`src/rtl/divider_result_bcd.sv`:
```
// ============================================================================
//  Module      : divider_result_bcd
//  Description : Captures divider quotient/remainder and converts both to
//                packed BCD with a shared shift-add-3 engine, one bit per cycle.
//                Define LEADING_ZERO_BLANK_EN to blank leading zero digits (4'hF).
//  Revision    : 1.0
// ============================================================================
`default_nettype none

module divider_result_bcd #(
  parameter int WIDTH  = 16,
  parameter int DIGITS = 5
) (
  input  logic                  Clk,
  input  logic                  Rst,
  input  logic                  St,
  input  logic [WIDTH-1:0]      Quotient,
  input  logic [WIDTH-1:0]      Remainder,
  input  logic                  Overflow,
  output logic                  Busy,
  output logic                  Done,
  output logic                  Err,
  output logic [4*DIGITS-1:0]   Q_BCD,
  output logic [4*DIGITS-1:0]   R_BCD
);

  localparam int CNT_W = (WIDTH > 1) ? $clog2(WIDTH) : 1;
  localparam logic [CNT_W-1:0] LAST_CNT = CNT_W'(WIDTH - 1);

  localparam logic [1:0] S_IDLE   = 2'd0;
  localparam logic [1:0] S_CONV_Q = 2'd1;
  localparam logic [1:0] S_CONV_R = 2'd2;

  logic [1:0]          state, state_next;
  logic [CNT_W-1:0]    cnt;
  logic [WIDTH-1:0]    bin;
  logic [WIDTH-1:0]    rem_lat;
  logic [4*DIGITS-1:0] bcd, bcd_adj, bcd_step, q_hold;
  logic                ovf_pend;
  logic                accept, accept_ovf, load_r, finish;

  function automatic logic [4*DIGITS-1:0] fmt(input logic [4*DIGITS-1:0] v);
`ifdef LEADING_ZERO_BLANK_EN
    logic lead;
    lead = 1'b1;
`endif
    fmt = v;
`ifdef LEADING_ZERO_BLANK_EN
    for (int i = DIGITS - 1; i > 0; i--) begin
      if (lead && v[4*i +: 4] == 4'h0) fmt[4*i +: 4] = 4'hF;
      else                             lead = 1'b0;
    end
`endif
  endfunction

  always_ff @(posedge Clk) begin
    if (Rst) state <= S_IDLE;
    else     state <= state_next;
  end

  always_comb begin
    state_next = state;
    case (state)
      S_IDLE:   if (St && !Overflow) state_next = S_CONV_Q;
      S_CONV_Q: if (cnt == LAST_CNT) state_next = S_CONV_R;
      S_CONV_R: if (cnt == LAST_CNT) state_next = S_IDLE;
      default:  state_next = S_IDLE;
    endcase
  end

  always_comb begin
    accept     = (state == S_IDLE) && St && !Overflow;
    accept_ovf = (state == S_IDLE) && St && Overflow;
    load_r     = (state == S_CONV_Q) && (cnt == LAST_CNT);
    finish     = (state == S_CONV_R) && (cnt == LAST_CNT);
  end

  // One double-dabble step: correct digits >= 5, then shift bin MSB in
  always_comb begin
    bcd_adj = bcd;
    for (int i = 0; i < DIGITS; i++) begin
      if (bcd[4*i +: 4] >= 4'd5) bcd_adj[4*i +: 4] = bcd[4*i +: 4] + 4'd3;
    end
    bcd_step = {bcd_adj[4*DIGITS-2:0], bin[WIDTH-1]};
  end

  always_ff @(posedge Clk) begin
    if (Rst) begin
      cnt      <= '0;
      bin      <= '0;
      bcd      <= '0;
      rem_lat  <= '0;
      q_hold   <= '0;
      ovf_pend <= 1'b0;
      Busy     <= 1'b0;
      Done     <= 1'b0;
      Err      <= 1'b0;
      Q_BCD    <= '0;
      R_BCD    <= '0;
    end else begin
      Done     <= 1'b0;
      ovf_pend <= accept_ovf;
      if (ovf_pend) begin
        Done  <= 1'b1;
        Err   <= 1'b1;
        Q_BCD <= {DIGITS{4'hE}};
        R_BCD <= {DIGITS{4'hE}};
      end
      if (accept) begin
        bin     <= Quotient;
        rem_lat <= Remainder;
        bcd     <= '0;
        cnt     <= '0;
        Busy    <= 1'b1;
      end else if (state != S_IDLE) begin
        bcd <= bcd_step;
        bin <= bin << 1;
        cnt <= cnt + 1'b1;
        if (load_r) begin
          q_hold <= bcd_step;
          bin    <= rem_lat;
          bcd    <= '0;
          cnt    <= '0;
        end
        if (finish) begin
          Q_BCD <= fmt(q_hold);
          R_BCD <= fmt(bcd_step);
          Err   <= 1'b0;
          Done  <= 1'b1;
          Busy  <= 1'b0;
          cnt   <= '0;
        end
      end
    end
  end

endmodule

`default_nettype wire

```
`config.mk`:
```
export PLATFORM = sky130hd
export DESIGN_NAME = divider_result_bcd
export DESIGN_NICKNAME = d
export VERILOG_FILES = /design/src/rtl/divider_result_bcd.sv
export SDC_FILE = /design/constraint.sdc
export NUM_CORES = 1
export LEC_CHECK = 0
export BUFFER_PORTS_ARGS = -buffer_cell sky130_fd_sc_hd__buf_2
export CELL_PAD_IN_SITES_DETAIL_PLACEMENT = 0
export CELL_PAD_IN_SITES_GLOBAL_PLACEMENT = 1
export CORE_ASPECT_RATIO = 0.5
export CORE_MARGIN = 2
export CORE_UTILIZATION = 46
export CTS_BUF_LIST = sky130_fd_sc_hd__clkbuf_8 sky130_fd_sc_hd__clkbuf_16
export DETAILED_ROUTE_END_ITERATION = 10
export PLACE_DENSITY = 0.89
export SYNTH_ARGS = -nofsm -noshare
export SYNTH_HDL_FRONTEND = slang
export SYNTH_SLANG_ARGS = --single-unit
export TNS_END_PERCENT = 50
```
`constraint.sdc`:
```
create_clock -name Clk -period 3.4 [get_ports Clk]
set_input_delay 0.68 -clock Clk [delete_from_list [all_inputs] [get_ports Clk]]
set_output_delay 0.68 -clock Clk [all_outputs]
set_load 0.01 [all_outputs]
```
==> Yosys cells after proc, flatten, opt, wreduce, memory -nomap -nowiden <==
Cells that the tools add are included.
{ "word_totals": {"reg_bits": 122, "input_bits": 36, "output_inout_bits": 43, "wordCells": 79} }
{ "op_classes": {"add_sub_neg": 6, "order_cmp": 5, "eq_ne": 6, "mux": 34, "bitwise_logic": 1, "n_reduce_logical": 15} }
{ "ops": {"columns": ["operator", "count"], "rows": [
  ["20-bit 2-to-1 mux", 9],
  ["16-bit 2-to-1 mux", 3],
  ["4-bit 2-to-1 mux", 6],
  ["4-bit by 3-bit >= comparator with 1-bit output, second input constant", 5],
  ["4-bit by 2-bit adder with 4-bit output, second input constant", 4],
  ["1-bit 2-to-1 mux", 11],
  ["1-bit logical AND", 6],
  ["2-bit 2-to-1 mux", 3],
  ["2-bit case mux with 3 select lines", 1],
  ["3-bit AND reduction", 2],
  ["2-bit nonzero test", 3],
  ["4-bit by 1-bit adder with 4-bit output, second input constant", 1],
  ["4-bit equality test, second input constant", 1],
  ["2-bit inequality test, second input constant", 2],
  ["3-bit by 2-bit adder with 3-bit output, second input constant", 1],
  ["3-bit 2-to-1 mux", 1],
  ["2-bit by 1-bit equality test with 1-bit output, second input constant", 1],
  ["2-bit equality test, second input constant", 1],
  ["2-bit logical NOT", 1],
  ["2-bit by 1-bit inequality test with 1-bit output, second input constant", 1],
  ["2-bit AND reduction", 1],
  ["2-bit OR reduction", 1],
  ["1-bit logical NOT", 1],
  ["1-bit inverter", 1]
]} }

==> Logic depth before layout (Yosys ltp) <==
{ "depth": {"depth_word": 5, "depth_mapped": 7, "depth_no_buf": 6} }

==> Worst setup path after synthesis <==
Ideal clock, no wire load.
{ "synth_path": {"path_kind": "input port to flip-flop", "start": "in St", "end": "reg bcd[19]", "setup_ns": 0.088, "arrival_ns": 1.707, "t_required_ns": 3.312, "slack_ns": 1.604, "path_stages": 5, "path_buffers": 1, "cell_sequence": "nor2b_4 and2_4 buf_6 or3_4 o32ai_2"} }
{ "synth_via": {"elab_chain_len": 3} }
{ "synth_rtl": {"columns": ["item", "line_no", "text"], "rows": [
  ["start, declared", "16", "input logic St,"],
  ["1-bit logical AND (2 in a row)", "72", "accept = (state == S_IDLE) && St && !Overflow;"],
  ["2-bit OR reduction (no source line)", null, null],
  ["end signal, assigned", "116", "bcd <= bcd_step;"],
  ["end, declared", "38", "logic [4*DIGITS-1:0] bcd, bcd_adj, bcd_step, q_hold;"]
]} }
Every way passes these cells.
A chain may end at the register's enable or synchronous reset.

==> Final worst setup path <==
{ "layout_path": {"start": "reg cnt[0]", "end": "reg q_hold[8]"} }
{ "layout_via": {"elab_chain_len": 3} }
{ "layout_rtl": {"columns": ["item", "line_no", "text"], "rows": [
  ["start, declared", "35", "logic [CNT_W-1:0] cnt;"],
  ["start signal, assigned", "118", "cnt <= cnt + 1'b1;"],
  ["4-bit equality test", "74", "load_r = (state == S_CONV_Q) && (cnt == LAST_CNT);"],
  ["1-bit logical AND", "74", null],
  ["3-bit AND reduction (no source line)", null, null],
  ["end signal, assigned", "120", "q_hold <= bcd_step;"],
  ["end, declared", "38", null]
]} }
Every way passes these cells.

==> impl_summary.md <==
Critical path
The startpoint of the most critical register-to-register path is cnt[0]. The end of the worst register-to-register path is q_hold[8]. Along the worst path, the maximum fanout reaches 24. For the worst setup path, the data arrival time is around 2.4 ns. The setup slack of the most critical reg-to-reg path is roughly 1.3 ns. The worst setup path is launched from a flop. The setup path with the least slack is of type reg -> reg. The critical path required time is 3.72 ns. The worst-case reg-to-reg path depth is 6.

The critical path capture point type is a flop.

Routing
The wire length reported by the detailed router is about 12000 µm. In the routed layout, each cell is associated on average with a via count of roughly 5.4. The detail route stage leaves a number of antenna-violating nets equal to 0. The violation count after the first detailed-routing iteration is between 200 and 250. The detail-routed net length per standard cell is roughly 15 µm. Before antenna repair, the detailed router went through 4 iterations. The residual DRC count is 0. Detailed routing inserted a total of between 4000 and 5000 vias.

Global route
The wire length of the first global-routing pass is a little under 20000 µm. The number of antenna violations at the first check in global routing is 0. The via count of the first global-routing pass is 3921. The maximum number of pins on one net before global-route repair is 72. Summed over all layers, the global routing overflow is 0.

Global routing consumed, over all layers together, between 20% and 30% of the routing resources.

Clock network
The buffer depth of the longest clock path is 2. The setup fix buffers added after clock tree synthesis is 0. The maximum level of the CTS H-tree is 4. The CTS clock-pin slew for the worst setup and hold paths is ~0.06 ns. The clock drives ~120 sinks. In this run the clock root is driven by a sky130_fd_sc_hd__clkbuf_16. TritonCTS built the clock tree. For this design, the CTS-stage hold fixing added 0 buffers. For the worst-skew pair, the clock arrives at the later sink with an insertion delay of 0.42 ns. After clock tree synthesis, the repair step resized 0 gates. Counting the buffers created by CTS gives 17.

Final layout
The area added between synthesis and finish is 20.8%. The share of final-layout standard cells stronger than drive strength 1 is roughly 22%. Cells fill between 50% and 60% of the core in the end.

After the last flow step, the layout net total stands at around 680. The number of non-filler instances in the completed layout is 781. The final antenna diode count is 0. The filler cell count in the final layout is 949.

Leaving out fill and tap cells, the most frequent cells in the layout are sky130_fd_sc_hd__dfxtp_1, sky130_fd_sc_hd__buf_2, sky130_fd_sc_hd__nand2_1. The commonest non-fill, non-tap cell in the layout is sky130_fd_sc_hd__dfxtp_1.

Floorplanning
The row count is 26. The die is between 150 and 200 µm wide. The total I/O pin count is 79. For this configuration, the core starts out at a cell density of between 40 and 50%. The die covers between 0.01 and 0.015 mm². The die is between 70 and 80 µm tall. The region available for standard cell placement spans between 0.01 and 0.015 mm².

Yosys
After synthesis, the cell types taking the most area are sky130_fd_sc_hd__dfxtp_1, sky130_fd_sc_hd__nor3_1, sky130_fd_sc_hd__nand2_1. The post-synthesis register bit count is 122. The number of warnings issued by yosys is 0. The number of instances in the synthesized netlist is 570. The synthesized area is roughly 0.0050 mm². The distinct cell type count of the synthesized netlist is 43.

The register area share after synthesis is slightly below 50%. For this run, asynchronously set or reset flops after synthesis account for 0%. The net count of the mapped netlist is around 620. The most used flip-flop cell after synthesis is sky130_fd_sc_hd__dfxtp_1. The fraction of synthesized cell area taken by the top area cell type is around half.

The mean area per synthesized cell is approximately 8.8 µm². Yosys mapped a number of flops with a built-in enable equal to 0. Of all cell types, the one taking the most synthesized area is sky130_fd_sc_hd__dfxtp_1.

STA
The final-report max-slew violation count is 0. The setup total negative slack is 0 ns. The final setup skew is around 0.010 ns. Based on the critical path, the design can be clocked at up to ~480 MHz.

Setup repair after global routing left no endpoint under its margin. Setup violations remaining at the end of the flow were counted as 0. The final count of hold timing violations is 0. Dividing the final minimum period by the clock period gives between 60% and 70%.

In this run the tightest slew margin relative to its limit is 53.0%. The worst setup margin is 1.30 ns. After layout, the minimum clock period comes to about 2.1 ns.

The measured slew at the worst slew-check pin is 0.705 ns.

Placement
Prior to clock tree synthesis, the placed netlist has a worst setup slack of 1.26 ns. The placed instance count is roughly 750. The congestion estimate from routability-driven global placement came to between 0.7 and 0.8.

During placement, the flow inserted port buffers numbering 78. The post-DP HPWL is 7430 µm.

Worst hold path
The hold path depth is 2. The startpoint of the worst hold path is q_hold[4]. The type of the most critical hold path is reg -> reg.

The worst hold path terminates at Q_BCD[4].

Power and ir drop
For this design the ratio of total power to cell area is about 600 mW/mm². The final total power is about 3.7 mW. Summed over all cells, the static leakage comes to around 2.3 nW. The worst voltage drop across the vdd grid is 315 µV.

Outcome
The run finished with clean final reports.

Job
The max capacitance violation total is 0.
final cells by class:
class	count	area, µm²	area share [%]
repair buffers	85	445	7.33
well taps	140	175	2.88
clock inverters	15	225	3.70
multi-input cells	392	2330	38.3
flip-flops and latches	122	2440	40.2
clock buffers	17	425	7.00
inverters	10	37.5	0.617
registers in the layout, indices dropped and copies added (netlist names):
register,cells
Busy,1
Done,1
Err,1
Q_BCD,20
R_BCD,20
bcd,20
bin,16
cnt,4
ovf_pend,1
q_hold,20
rem_lat,16
state,2
metal layers:
metal	part of all wire [%]	GRT usage, %	routed length, µm
met1	47	27.3	5550
met2	47	33.3	5460
met5	0	0	0
met4	0.79	5.14	93
met3	5.3	6.37	621
power breakdown:
group,total [mW],switching (mW),internal [mW]
logic,0.218,0.126,0.0917
registers,1.51,0.0296,1.48
clock network,1.97,0.670,1.30
total,3.70,0.825,2.87
worst max path at each step:
stage          startpoint          to
2_1_floorplan          St     bcd[19]
3_3_place_gp          Rst      cnt[3]
3_5_place_dp          Rst      cnt[3]
4_1_cts            cnt[0]  q_hold[14]
5_1_grt            cnt[0]     bin[15]
6_report           cnt[0]   q_hold[8]
cell families after synthesis:
| group | after synthesis | share of synthesized area [%] |
|---|---|---|
| AOI/OAI and AO/OA | 129 | 16.0 |
| and+or+nand+nor | 239 | 24.9 |
| buffers and inverters | 56 | 5.30 |
| muxes | 6 | 1.34 |
| DFF | 122 | 48.5 |
| xor gates and xnor gates | 7 | 1.22 |
| adders and majority gates | 11 | 2.74 |
cells in the mapped netlist (2+ instances only):
cell	number
sky130_fd_sc_hd__or4b_2	3
sky130_fd_sc_hd__nand2b_1	8
sky130_fd_sc_hd__nand3b_1	17
sky130_fd_sc_hd__inv_1	10
sky130_fd_sc_hd__ha_1	11
sky130_fd_sc_hd__clkbuf_1	24
sky130_fd_sc_hd__o21ai_0	29
sky130_fd_sc_hd__o22ai_1	15
sky130_fd_sc_hd__nand2_1	67
sky130_fd_sc_hd__nor3b_1	9
sky130_fd_sc_hd__buf_2	12
sky130_fd_sc_hd__a21oi_1	48
sky130_fd_sc_hd__xnor2_1	5
sky130_fd_sc_hd__nor4_1	14
sky130_fd_sc_hd__a211oi_1	25
sky130_fd_sc_hd__o32ai_2	5
sky130_fd_sc_hd__buf_6	2
sky130_fd_sc_hd__nor2_1	42
sky130_fd_sc_hd__mux2_2	6
sky130_fd_sc_hd__nor3_1	63
sky130_fd_sc_hd__xor2_1	2
sky130_fd_sc_hd__buf_4	7
sky130_fd_sc_hd__nand3_1	2
sky130_fd_sc_hd__dfxtp_1	122
sky130_fd_sc_hd__o31ai_1	4
worst max-delay path, cell delays in order (launching register included):
cell and delay (ns):
sky130_fd_sc_hd__dfxtp_1 0.37, sky130_fd_sc_hd__ha_1 0.21, sky130_fd_sc_hd__nand3_2 0.15, sky130_fd_sc_hd__nor3b_4 0.60, sky130_fd_sc_hd__buf_4 0.39, sky130_fd_sc_hd__nor2_1 0.06
sky130_fd_sc_hd__a211oi_1 0.23
per-stage QoR:
step / hold slack, ns / instance area [µm²]
2_1_floorplan: 0.425 / 5030
3_3_place_gp: 0.436 / 5430
3_5_place_dp: 0.448 / 5430
4_1_cts: 0.456 / 6080
5_1_grt: 0.478 / 6080
6_report: 0.451 / 6080
No activity file was read; power rests on OpenSTA's default activity.
